### src/rtl/id_ex_hazard_stage.sv
// ID/EX pipeline register with load-use hazard detection and flush bubbles.
// Define ID_EX_PERF_CNT_EN to add the stall_cnt / flush_cnt performance counters.
module id_ex_hazard_stage #(
   parameter int XLEN   = 32,
   parameter int REG_AW = 5
) (
   input  logic              clk,
   input  logic              reset,
   input  logic [6:0]        id_opcode,
   input  logic [9:0]        id_ctrl,
   input  logic              id_valid,
   input  logic [XLEN-1:0]   id_pc,
   input  logic [XLEN-1:0]   id_rd1,
   input  logic [XLEN-1:0]   id_rd2,
   input  logic [XLEN-1:0]   id_imm,
   input  logic [REG_AW-1:0] id_rs1,
   input  logic [REG_AW-1:0] id_rs2,
   input  logic [REG_AW-1:0] id_rd,
   input  logic [2:0]        id_funct3,
   input  logic [6:0]        id_funct7,
   input  logic              hold_in,
   input  logic              ex_flush,
   output logic [9:0]        ex_ctrl,
   output logic              ex_valid,
   output logic [XLEN-1:0]   ex_pc,
   output logic [XLEN-1:0]   ex_rd1,
   output logic [XLEN-1:0]   ex_rd2,
   output logic [XLEN-1:0]   ex_imm,
   output logic [REG_AW-1:0] ex_rs1,
   output logic [REG_AW-1:0] ex_rs2,
   output logic [REG_AW-1:0] ex_rd,
   output logic [2:0]        ex_funct3,
   output logic [6:0]        ex_funct7,
`ifdef ID_EX_PERF_CNT_EN
   output logic [31:0]       stall_cnt,
   output logic [31:0]       flush_cnt,
`endif
   output logic              pc_write,
   output logic              if_id_write,
   output logic              stall
);

   localparam logic [6:0] OpLui    = 7'b0110111;
   localparam logic [6:0] OpJal    = 7'b1101111;
   localparam logic [6:0] OpRType  = 7'b0110011;
   localparam logic [6:0] OpStore  = 7'b0100011;
   localparam logic [6:0] OpBranch = 7'b1100011;

   logic usesRs1;
   logic usesRs2;
   logic loadUse;
   logic insertBubble;

   always_comb begin
      usesRs1 = (id_opcode != OpLui) && (id_opcode != OpJal);
      usesRs2 = (id_opcode == OpRType) || (id_opcode == OpStore) || (id_opcode == OpBranch);
   end

   // A load in EX whose destination feeds the instruction in ID; x0 never counts.
   assign loadUse = ex_valid & ex_ctrl[3] & (ex_rd != '0) & id_valid &
                    ((usesRs1 & (ex_rd == id_rs1)) | (usesRs2 & (ex_rd == id_rs2)));

   // A flush kills the dependent instruction anyway, so it suppresses the stall.
   assign stall        = loadUse & ~ex_flush & ~hold_in;
   assign pc_write     = ~(stall | hold_in);
   assign if_id_write  = ~(stall | hold_in);
   assign insertBubble = ex_flush | loadUse;

   always_ff @(posedge clk or negedge reset) begin
      if (!reset) begin
         ex_ctrl   <= '0;
         ex_valid  <= 1'b0;
         ex_pc     <= '0;
         ex_rd1    <= '0;
         ex_rd2    <= '0;
         ex_imm    <= '0;
         ex_rs1    <= '0;
         ex_rs2    <= '0;
         ex_rd     <= '0;
         ex_funct3 <= '0;
         ex_funct7 <= '0;
      end else if (!hold_in) begin
         ex_pc     <= id_pc;
         ex_rd1    <= id_rd1;
         ex_rd2    <= id_rd2;
         ex_imm    <= id_imm;
         ex_rs1    <= id_rs1;
         ex_rs2    <= id_rs2;
         ex_rd     <= id_rd;
         ex_funct3 <= id_funct3;
         ex_funct7 <= id_funct7;
         ex_valid  <= id_valid & ~insertBubble;
         ex_ctrl   <= (id_valid & ~insertBubble) ? id_ctrl : '0;
      end
   end

`ifdef ID_EX_PERF_CNT_EN
   always_ff @(posedge clk or negedge reset) begin
      if (!reset) begin
         stall_cnt <= '0;
         flush_cnt <= '0;
      end else if (!hold_in) begin
         if (stall)
            stall_cnt <= stall_cnt + 32'd1;
         if (ex_flush)
            flush_cnt <= flush_cnt + 32'd1;
      end
   end
`endif

endmodule

### config.mk
export PLATFORM = sky130hd
export DESIGN_NAME = id_ex_hazard_stage
export DESIGN_NICKNAME = d
export VERILOG_FILES = /design/src/rtl/id_ex_hazard_stage.sv
export SDC_FILE = /design/constraint.sdc
export NUM_CORES = 1
export LEC_CHECK = 0
export ABC_AREA = 0
export CORE_MARGIN = 1
export CORE_UTILIZATION = 29
export DETAILED_ROUTE_END_ITERATION = 7
export PLACE_DENSITY = 0.72
export REMOVE_ABC_BUFFERS = 1
export SLEW_MARGIN = 20
export SYNTH_ARGS = -nofsm -noshare
export SYNTH_HDL_FRONTEND = slang
export SYNTH_SLANG_ARGS = --single-unit
### constraint.sdc
create_clock -name clk -period 2.7 [get_ports clk]
set_input_delay 0.405 -clock clk [delete_from_list [all_inputs] [get_ports clk]]
set_output_delay 0.405 -clock clk [all_outputs]
set_load 0.05 [all_outputs]
# [Word level (Yosys, flattened, before mapping)]
# Cells that the tools add are included.
[classes] n_reduce_logical=4 muxes=1 shifts=0 n_addsub=0 n_eq_ne=7 order_cmp=0 n_mul=0 n_div=0 bitwise_logic=16
[op_table] op="7-bit by 6-bit == test with 1-bit output, second input constant" count=2
[op_table] op="5-bit == test" count=2
[op_table] op="10-bit 2-to-1 mux" count=1
[op_table] op="1-bit AND" count=9
[op_table] op="7-bit == test, second input constant" count=1
[op_table] op="7-bit by 6-bit != test with 1-bit output, second input constant" count=1
[op_table] op="7-bit != test, second input constant" count=1
[op_table] op="5-bit nonzero test" count=1
[op_table] op="1-bit inverter" count=4
[op_table] op="1-bit OR" count=3
[op_table] op="1-bit logical OR" count=2
[op_table] op="1-bit logical AND" count=1
[totals] latch_bits=0 register_bits=164 romBits=0 mem_count=0 ram_bits=0 output_inout_bits=167

# [Logic depth before layout (Yosys ltp)]
[logic_depth] word_depth=10 mapped_depth=6 depth_no_buf=5

# [Worst setup path after synthesis]
# No wires, ideal clock.
[synth_path] kind="register to output" from="reg ex_rd[2]" to="out stall" arrival_ns=2.857 slack_ns=-0.562 stages_incl_launch_ff=7 cell_sequence="dfrtp_1 xor2_1 a2111oi_4 nand4_1 a211o_2 buf_6 nor3_1"
[synth_between] elab_chain_cells=6
[synth_rtl] item="from (decl)" line_no="31" text="output logic [REG_AW-1:0] ex_rd,"
[synth_rtl] item="from (signal assigned)" line_no="89" text="ex_rd <= id_rd;"
[synth_rtl] item="5-bit == test or 5-bit nonzero test (tied branches)" line_no="61, 60"
[synth_rtl] item="1-bit AND, on equally long branches" line_no="61, 60"
[synth_rtl] item="1-bit OR or 1-bit AND (tied branches)" line_no="61, 60"
[synth_rtl] item="1-bit AND *" line_no="60" text="assign loadUse = ex_valid & ex_ctrl[3] & (ex_rd != '0) & id_valid &"
[synth_rtl] item="1-bit AND * (2 in a row)" line_no="64" text="assign stall = loadUse & ~ex_flush & ~hold_in;"
[synth_rtl] item="to (decl)" line_no="40" text="output logic stall"
# Mark *: on every way between the ends. The rest lies on a longest branch, timed or not.

# [Worst setup path after layout]
# Ends and elaborated chain as after synthesis.

==> impl_metrics.yaml <==
synth:
  yosys.area_share.simple_pct: 1.28
  syn_inst: 377
  synth_compound_gate_area_share_pct: 2.62
  synth-xor-area-share_pct: 1.40
  synth_fa_ha_area_share_pct: 0
  synth_area_leaders: "dfrtp_1 (66%), mux2_2 (28%), a32o_1 (1.6%), clkbuf_1 (1.2%), xnor2_1 (0.84%)"
  synth.area.mux_share_pct: 27.6
  synth_top_family_by_area: "multiplexers"
  syn_area_per_cell_um2: 16.6
  ys_ff_latch: 164
  yosysWarningCount: 0
  synth_top_area_share_pct: 65.6
  ys_seq_area_share_pct: 65.6
  syn_area_mm2: 0.00625
  yosys.area.top_type: "dfrtp_1"
  synth.distinct_cells: 21
floorplanning:
  die_h_um: 149
  die_area_mm2: 0.0222
  rows: 53
  start_util_pct: 29.6
  die_width_um: 149
  core_mm2: 0.0211
  ioPinCount: 342
run_status:
  status: "finished, final reports clean"
cts:
  clock_path_buffers: 2
  cts-htree-levels: 4
  cts_buffers: 17
  clk_latency_ns: 0.41
  cts_sinks: 164
  root_buffer: "clkbuf_16"
  clk_pin_slew_ns: 0.07
  cts_tree: "yes"
critical_path:
  worst-setup-path-type: "flip-flop to primary output"
  crit_required_ns: 2.30
  arrival_ns: 2.28
  cp-end-kind: "primary output"
  worstSetupStartpointType: "flip-flop"
  crit_fanout: 5
timing:
  hold_viol: 0
  relSlewSlack_pct: 62.5
  rsz0062_at_grt: "yes"
  min_period_over_period_pct: 99.3
  fin_ws_ns: 0.0186
  fin_crit_ns: 2.68
  whs_ns: 0.355
  skew_ns: 0.00625
  tightestPinTransition_ns: 0.562
  setup_viol: 0
  max_freq_ghz: 0.373
  drv_slew: 0
placement:
  post-place-ws_ns: -0.182
  gp_congestion: 0.721
  hpwl_mm: 13.0
  port_buffers: 341
global_route:
  grt_pass1_vias: 4929
  grtUsageTotal_pct: 15.8
  grt_remaining_overflow: 0
  grt_pass1_wl_mm: 26.5
  grt_max_degree: 58
  antenna_found_initial: 0
routing:
  wl_per_cell_um: 17.1
  drt_iter0_drc: 100
  routed_wl_mm: 17.4
  postRouteAntennaNets: 0
  drc: 0
  routed_via_density: 4.46
  vias: 4545
  drt_first_pass_iters: 4
finish:
  mostFrequentLayoutCells: "clkdlybuf4s50_1 (334), dfrtp_1 (162), mux2_2 (153), clkbuf_16 (17)"
  nFillCells: 1860
  drive_gt1_share_pct: 28.8
  mostFrequentLayoutCell: "clkdlybuf4s50_1"
  area_growth_pct: 71.0
  fin_nets: 905
  antenna_cells: 0
job:
  maxCapViolCount: 0
hold_path:
  worstHoldPathType: "primary input to flip-flop"
power_and_ir_drop:
  leakagePower_nw: 4.35
  power.density_mw_per_mm2: 673
  finalPower_mw: 7.20
  irDropWorstVdd_mv: 0.372
[metrics by stage]
step	TNS (ns)	cell area (um^2)	util, %	instances
after floorplan	-1.43	6160	-	355
after global placement	-0.552	10100	47.7	982
after detailed placement	-0.535	10100	47.7	982
after CTS	-0.274	10700	50.6	1018
after global routing	-0.288	10700	50.7	1018
final	0	10700	50.7	1018
[Yosys cell counts (all sizes together)]
cell       n
and3b      1
a211o      1
nand3      1
and3       2
or4        1
o211ai     1
a32o      10
nand4      2
xor2       4
nor2       2
a2111oi    2
xnor2      6
nor3b      2
buf        2
clkbuf    20
a22o       1
dfrtp    164
mux2     153
nor3       2
[where the power goes]
part           switching [mW]  leakage (nW)  internal, mW
registers               0.125          1.93          2.70
clock network            1.06         0.275          1.24
logic                    1.22          2.14         0.862
[worst max-delay path: stages, from the launching register on]
cell     delay (ns)
dfrtp_2        0.45
buf_4          0.15
or4_2          0.67
nor2_4         0.13
a211o_2        0.14
nor3_2         0.04
buf_4          0.15
buf_12         0.14
[what timing repair did]
| action | 4_1_cts | 5_1_grt |
|---|---|---|
| pin swaps | 6 | 5 |
| endpoints found under the setup margin | 3 | 3 |
| hold endpoints to repair | 55 | 0 |
| buffers inserted | 3 | 0 |
| resized for setup | 9 | 4 |
| hold buffers | 1 | 0 |
[state kept, by name (all words and copies together) (netlist names)]
register and cells:
ex_rs2 5, ex_rd 5, ex_pc 32, ex_rs1 5
ex_rd2 32, ex_imm 32, ex_rd1 32, ex_funct3 3
ex_funct7 7, ex_ctrl 10, ex_valid 1
[cells by family after synthesis]
logic type | after synthesis
xor+xnor | 10
buf+inv | 22
compound gates | 15
mux | 153
simple gates | 13
flops | 164
[path summary, 6_finish.rpt]
path,from,end,slack (ns),cells after the start
max,ex_rd[2],stall,0.02,7
min,id_rs1[0],ex_rs1[0],0.35,2
max reg2reg,ex_rd[4],ex_ctrl[4],0.66,7
min reg2reg,ex_ctrl[5],ex_ctrl[5],0.49,1
max in group asynchronous,reset,ex_rd2[16],1.43,3
min in group asynchronous,reset,ex_funct7[4],0.54,2
[layout make-up]
type                            count  area, um^2  area share [%]
Clock buffer                       19         443            4.14
Clock inverter                     13         116            1.09
Multi-Input combinational cell    191        2090            19.5
Sequential cell                   164        4110            38.4
Tap cell                          275         344            3.22
Timing Repair Buffer              356        3590            33.6
[metal layers]
metal  GRT usage, %  vias up  wire length [um]
li1               -     2058                 -
met5              0        -                 0
met4           4.23        0               160
met1           18.2     2274              6910
met3           6.09       10              1540
met2           27.2      203              8830
(Power assumes the default switching activity.)
